==> config.mk <==
export PLATFORM = sky130hd
export DESIGN_NAME = ps2_keys
export DESIGN_NICKNAME = d
export VERILOG_FILES = /design/src/rtl/ps2_keys.sv
export SDC_FILE = /design/constraint.sdc
export NUM_CORES = 1
export LEC_CHECK = 0
export CORE_AREA = 2 2 78 80
export DETAILED_ROUTE_END_ITERATION = 12
export DIE_AREA = 0 0 80 82
export GPL_TIMING_DRIVEN = 0
export REMOVE_ABC_BUFFERS = 1
export SYNTH_ARGS = -nofsm -noshare
export SYNTH_HDL_FRONTEND = slang
export SYNTH_SLANG_ARGS = --single-unit
==> constraint.sdc <==
create_clock -name CLOCK_50 -period 3.8 [get_ports CLOCK_50]
set_input_delay 0.76 -clock CLOCK_50 [delete_from_list [all_inputs] [get_ports CLOCK_50]]
set_output_delay 0.76 -clock CLOCK_50 [all_outputs]
set_load 0.01 [all_outputs]
==> src/rtl/ps2_keys.sv <==
// ps2_keys: PS/2 keyboard receiver and scancode decoder for the game blocks.
// Synchronises the raw PS/2 pins and deframes 11-bit device-to-host frames.
// Tracks the E0 (extended) and F0 (break) prefixes.
// Drives one held-key flag per mapped key on keysout.
// Optional build macro: PS2_PARITY_CHECK_EN enables the odd-parity check.
// When the macro is undefined, the parity bit is received but ignored.

module ps2_keys #(
    parameter int unsigned TIMEOUT_CYCLES = 50000
) (
    input  logic       CLOCK_50,
    input  logic       reset,
    input  logic       ps2_clk,
    input  logic       ps2_data,
    output logic [3:0] keysout,
    output logic [7:0] scancode,
    output logic       scancode_valid,
    output logic       frame_error
);

    localparam int unsigned TW = (TIMEOUT_CYCLES > 1) ? $clog2(TIMEOUT_CYCLES) : 1;
    localparam logic [TW-1:0] TO_LAST = TW'(TIMEOUT_CYCLES - 1);

`ifdef PS2_PARITY_CHECK_EN
    localparam int unsigned SR_W = 10;
`else
    localparam int unsigned SR_W = 9;
`endif

    typedef enum logic [1:0] {
        IDLE  = 2'd0,
        SHIFT = 2'd1,
        CHECK = 2'd2
    } state_t;

    state_t          state;
    logic [3:0]      bit_cnt;
    logic [TW-1:0]   to_cnt;
    logic [SR_W-1:0] shift_reg;
    logic            ext;
    logic            brk;

    logic clk_s1, clk_s2, clk_prev;
    logic data_s1, data_s2;
    logic fall;

    logic [7:0] rx_byte;
    logic       stop_bit;
    logic       parity_ok;
    logic       shift_take;
    logic       key_hit;
    logic [1:0] key_idx;

    // Two-flop synchronisers on both pins plus a history flop for edge detection
    always_ff @(posedge CLOCK_50 or negedge reset) begin
        if (!reset) begin
            clk_s1   <= 1'b1;
            clk_s2   <= 1'b1;
            clk_prev <= 1'b1;
            data_s1  <= 1'b1;
            data_s2  <= 1'b1;
        end else begin
            clk_s1   <= ps2_clk;
            clk_s2   <= clk_s1;
            clk_prev <= clk_s2;
            data_s1  <= ps2_data;
            data_s2  <= data_s1;
        end
    end

    assign fall = clk_prev & ~clk_s2;

    assign rx_byte  = shift_reg[7:0];
    assign stop_bit = shift_reg[SR_W-1];

`ifdef PS2_PARITY_CHECK_EN
    assign parity_ok  = ^shift_reg[8:0];
    assign shift_take = 1'b1;
`else
    // Parity bit is skipped on its edge so the register holds only data and stop
    assign parity_ok  = 1'b1;
    assign shift_take = (bit_cnt != 4'd8);
`endif

    // Map (extended flag, byte) to a keysout bit index
    always_comb begin
        key_hit = 1'b0;
        key_idx = 2'd0;
        case ({ext, rx_byte})
            {1'b1, 8'h74}: begin key_hit = 1'b1; key_idx = 2'd0; end
            {1'b0, 8'h23}: begin key_hit = 1'b1; key_idx = 2'd0; end
            {1'b1, 8'h6B}: begin key_hit = 1'b1; key_idx = 2'd1; end
            {1'b0, 8'h1C}: begin key_hit = 1'b1; key_idx = 2'd1; end
            {1'b0, 8'h29}: begin key_hit = 1'b1; key_idx = 2'd2; end
            {1'b0, 8'h4D}: begin key_hit = 1'b1; key_idx = 2'd3; end
            default:       begin key_hit = 1'b0; key_idx = 2'd0; end
        endcase
    end

    // Frame FSM with timeout, prefix tracking and registered outputs
    always_ff @(posedge CLOCK_50 or negedge reset) begin
        if (!reset) begin
            state          <= IDLE;
            bit_cnt        <= '0;
            to_cnt         <= '0;
            shift_reg      <= '0;
            ext            <= 1'b0;
            brk            <= 1'b0;
            keysout        <= '0;
            scancode       <= '0;
            scancode_valid <= 1'b0;
            frame_error    <= 1'b0;
        end else begin
            scancode_valid <= 1'b0;
            frame_error    <= 1'b0;
            case (state)
                IDLE: begin
                    bit_cnt <= '0;
                    to_cnt  <= '0;
                    if (fall) begin
                        if (!data_s2) begin
                            state <= SHIFT;
                        end else begin
                            frame_error <= 1'b1;
                            ext         <= 1'b0;
                            brk         <= 1'b0;
                        end
                    end
                end
                SHIFT: begin
                    if (fall) begin
                        to_cnt <= '0;
                        if (shift_take) begin
                            shift_reg <= {data_s2, shift_reg[SR_W-1:1]};
                        end
                        if (bit_cnt == 4'd9) begin
                            bit_cnt <= '0;
                            state   <= CHECK;
                        end else begin
                            bit_cnt <= bit_cnt + 4'd1;
                        end
                    end else if (to_cnt == TO_LAST) begin
                        state       <= IDLE;
                        bit_cnt     <= '0;
                        to_cnt      <= '0;
                        frame_error <= 1'b1;
                        ext         <= 1'b0;
                        brk         <= 1'b0;
                    end else begin
                        to_cnt <= to_cnt + 1'b1;
                    end
                end
                CHECK: begin
                    state <= IDLE;
                    if (stop_bit && parity_ok) begin
                        scancode       <= rx_byte;
                        scancode_valid <= 1'b1;
                        if (rx_byte == 8'hE0) begin
                            ext <= 1'b1;
                        end else if (rx_byte == 8'hF0) begin
                            brk <= 1'b1;
                        end else begin
                            if (key_hit) begin
                                keysout[key_idx] <= ~brk;
                            end
                            ext <= 1'b0;
                            brk <= 1'b0;
                        end
                    end else begin
                        frame_error <= 1'b1;
                        ext         <= 1'b0;
                        brk         <= 1'b0;
                    end
                end
                default: begin
                    state <= IDLE;
                end
            endcase
        end
    end

endmodule

# After elaboration in Yosys (flattened, before gate mapping)

Cells that the tools add are included.
Widths: inputs -> output; s select.

Word-level logic and storage cells: 97
Output and inout bits: 14
Register bits: 52
Input bits: 4

Reductions and logical operators: 13
Mux-type cells: 38
Equal/unequal tests: 22
Bitwise gates (word level): 5
$add $sub $neg: 2
Magnitude comparators: 2

Operators by type and width:

| cell                  | number |
|---|---|
| $mux 16               | 2 |
| $pmux 16 s2           | 1 |
| $mux 1                | 19 |
| $eq 9x6->1 const B    | 2 |
| $eq 9x9->1 const B    | 2 |
| $add 16x1->16 const B | 1 |
| $eq 16x16->1 const B  | 1 |
| $eq 8x8->1 const B    | 2 |
| $mux 4                | 3 |
| $reduce_and 6->1      | 2 |
| $mux 2                | 5 |
| $ne 2x2->1 const B    | 5 |
| $eq 9x5->1 const B    | 1 |
| $eq 9x7->1 const B    | 1 |
| $ne 3x3->1 const B    | 3 |
| $pmux 1 s3            | 3 |
| $ne 4x4->1 const B    | 2 |
| $pmux 4 s2            | 1 |
| $pmux 2 s3            | 1 |
| $reduce_or 6->1       | 1 |
| $reduce_and 5->1      | 1 |
| $add 4x1->4 const B   | 1 |
| $bwmux 4              | 1 |
| $eq 4x4->1 const B    | 1 |
| 16 further kinds      | 20 |

# Logic depth before layout (Yosys ltp)

Word-level depth: 8
Gate-level depth with buffers: 8
Depth with buffers taken out: 6

# Least setup slack after synthesis

No wires, ideal clock.

Kind: register -> register
From: register to_cnt[13]
To: register bit_cnt[1]
Required time: 3,669 ps
Stages on the path, launching flop included: 7
Data arrival time: 1,736 ps
Path slack: 1,933 ps
Setup time: 131 ps
Path buffers: 1
Period minus slack after synthesis: 1,867 ps
Path through: dfrtp_1 > or4_4 > nor4_4 > nor2_2 > buf_6 > o31ai_2 > o31ai_1

Cells in the longest elaborated chain, start to end: 3

RTL lines:

| item                              | RTL line | RTL |
|---|---|---|
| start: declaration                | 38       | `logic [TW-1:0] to_cnt;` |
| start signal: assignment          | 150      | `to_cnt <= to_cnt + 1'b1;` |
| $eq 16x16->1                      | 142      | `end else if (to_cnt == TO_LAST) begin` |
| $ne 3x3->1 (no source line)       | --       |  |
| $reduce_and 2->1 (no source line) | --       |  |
| end signal: assignment            | 140      | `bit_cnt <= bit_cnt + 4'd1;` |
| end: declaration                  | 37       | `logic [3:0] bit_cnt;` |

Every way passes these cells.
A chain may end at the register's enable or synchronous reset.

# Worst setup path after layout

From: register state[1]
To: register to_cnt[10]

Cells in the longest elaborated chain, start to end: 2
Elaborated cells on any way between the ends: 4
Those cells by class: eq/ne (1); mux (1); reduce/logical (2)

RTL lines:

| item                                                    | RTL line | RTL |
|---|---|---|
| start: declaration                                      | 36       | `state_t state;` |
| start signal: assignment                                | 103      | `state <= IDLE;` |
| start signal: assignment                                | 122      | `state <= SHIFT;` |
| start signal: assignment                                | 138      | `state <= CHECK;` |
| $eq 2x1->1 / $logic_not 2->1 (equally long branches)    | 116      | `case (state)` |
| $pmux 16 s2 / $reduce_bool 2->1 (equally long branches) | --       |  |

Parallel ways exist; a longest one is shown, timed or not.

==> impl_metrics.env <==
export IMPL_wl_per_cell_um=14.1
export IMPL_clockBufferDepth=2
export IMPL_ant_nets=0
export IMPL_hold_viol=0
export IMPL_endpoint_kind="flop"
export IMPL_grt_total_usage=0.170
export IMPL_clk_insertion_delay_late_ps=300
export IMPL_grt_pass1_wl_um=8680
export IMPL_io_pins=18
export IMPL_worstPathArrival_ps=2600
export IMPL_die_height_um=82
export IMPL_r2r_end="to_cnt[10]"
export IMPL_holdPathStages=0
export IMPL_relSlewSlack=0.452
export IMPL_routed_wl_um=4970
export IMPL_layout_nets=281
export IMPL_yosys_warnings=0
export IMPL_p_per_area_nw_per_um2=428
export IMPL_dr_pass1_iters=4
export IMPL_start_util=0.437
export IMPL_drv_slew=0
export IMPL_crit_reg2reg_launch="state[1]"
export IMPL_critical_path_class="flop to flop"
export IMPL_io_buffers=17
export IMPL_maxCapViolCount=0
export IMPL_totalPowerFinal_mw=1.22
export IMPL_min_period_ps=2370
export IMPL_ctsHoldBuffers=0
export IMPL_tightest_slew_ps=821
export IMPL_final_util=0.497
export IMPL_hold_class="flop to flop"
export IMPL_yosysTopAreaCellShare=0.469
export IMPL_fin_worst_skew_ps=2.53
export IMPL_dp_hpwl_um=3370
export IMPL_setup_violations=0
export IMPL_layoutNonFillerInstCount=352
export IMPL_synth_seq_area_share=0.521
export IMPL_outcome="complete, no violations"
export IMPL_grt_pass1_vias=1774
export IMPL_synth_edf_count=0
export IMPL_post_cts_resize_count=0
export IMPL_fmax_ghz=0.422
export IMPL_ys_seq_elements=52
export IMPL_rsz0062_at_grt="no"
export IMPL_via_per_inst=5.56
export IMPL_cp_start_kind="flop"
export IMPL_holdCritStartpoint="clk_s1"
export IMPL_synth_common_cells="48 x nand2_1, 47 x dfrtp_1, 22 x o21ai_0, 15 x nand3_1, 13 x nor2_1"
export IMPL_vdd_drop_max_mv=0.188
export IMPL_overflow=0
export IMPL_synth_area_um2=2510
export IMPL_post_cts_buffers=0
export IMPL_leakagePower_nw=1.20
export IMPL_cp_max_fo=25
export IMPL_die_width_um=80
export IMPL_dp_cells=344
export IMPL_antenna_cells=0
export IMPL_rows=28
export IMPL_largest_reg_flops=16
export IMPL_hold_end="clk_s2"
export IMPL_yosysUniqueCellTypes=47
export IMPL_antenna_found_initial=0
export IMPL_ys_top_cells_by_area="dfrtp_1 47%, nand2_1 7.2%, dfstp_2 5.2%"
export IMPL_synth_ff_type="dfrtp_1"
export IMPL_die_area_um2=6560
export IMPL_syn_area_per_cell_um2=9.54
export IMPL_core_um2=5750
export IMPL_drive_gt1_frac=0.101
export IMPL_cts_tree="done"
export IMPL_clk_pin_slew_worst_paths_ps=90
export IMPL_setup_tns_ps=0
export IMPL_vias=1958
export IMPL_synth_most_common_cell="nand2_1"
export IMPL_post_route_drc_count=0
export IMPL_finalCritPeriodShare=0.623
export IMPL_synthArstFlopShare=1.00
export IMPL_ctsHtreeMaxLevel=2
export IMPL_clock_sinks=52
export IMPL_first_iter_violations=162
export IMPL_synthCells=263
export IMPL_cts_root_buf="clkbuf_8"
export IMPL_ff2ff_path_depth=5
export IMPL_r2r_slack_ps=1430
export IMPL_syn_to_final_growth_pct=13.8
export IMPL_cp_required_ps=4030
export IMPL_cts_buffers=5
export IMPL_yosys_area_top_type="dfrtp_1"
export IMPL_grt_max_degree=29
export IMPL_gp_congestion=0.812
## per-stage QoR
stage	hold WS [ps]	area (um^2)	setup WS [ps]
final	360	2860	1430
after global routing	364	2860	1180
after CTS	363	2860	1430
after detailed placement	348	2730	1470
after global placement	346	2720	385
after floorplan	345	2450	1920
## worst max-delay path, stage by stage, from the launching register on
cell      delay [ps]
dfrtp_1          690
nand2b_1         330
nand2b_1         350
nor2_2           580
a41oi_1          200
a21oi_1          140
## where the power goes
group,internal [mW],leakage (nW),total (mW),switching (mW)
logic,0.0622,0.443,0.145,0.0824
clock network,0.216,0.0614,0.400,0.185
registers,0.602,0.698,0.676,0.0748
total,0.879,1.20,1.22,0.342
## kinds of logic (layout without fill, tap and decap cells)
family,after synthesis,in the layout,share of synthesized area
simple gates,124,124,0.254
flops,52,52,0.521
compound gates,51,51,0.131
buf+inv,23,37,0.0379
mux,10,10,0.0439
xor+xnor,2,2,0.00698
fa+ha+maj,1,1,0.00499
## metal layers
layer	wire, um	vias to the layer above	track usage
met2	2210	28	0.248
met5	0	-	0
met3	141	7	0.0330
met4	51	0	0.0458
li1	-	966	-
met1	2570	957	0.257
## placed cells by master, fill, tap and decap left out, drive strengths merged, types with 6 or more instances in the layout
cell type,count
clkdlybuf4s50,16
mux2,8
nand3,15
nand2b,6
clkbuf,6
nand4,8
o21ai,22
inv,11
dfrtp,47
nand2,48
nor2,14
a21oi,9
nor3,7
## cell type report
class | count | area, um^2
clock inverter | 2 | 38.8
fill | 533 | 2890
multi-input combinational | 188 | 1110
timing repair buffer | 18 | 185
tap | 75 | 93.8
inverter | 11 | 41.3
clock buffer | 6 | 82.6
sequential | 52 | 1310
## worst max path at each step
stage / from / to
CTS: state[1] / to_cnt[10]
finish: state[1] / to_cnt[10]
floorplan: state[1] / keysout[3]
detailed placement: state[1] / to_cnt[10]
global placement: reset / to_cnt[14]
global route: state[1] / to_cnt[11]
Note: power is estimated with default switching activity, not from simulation.
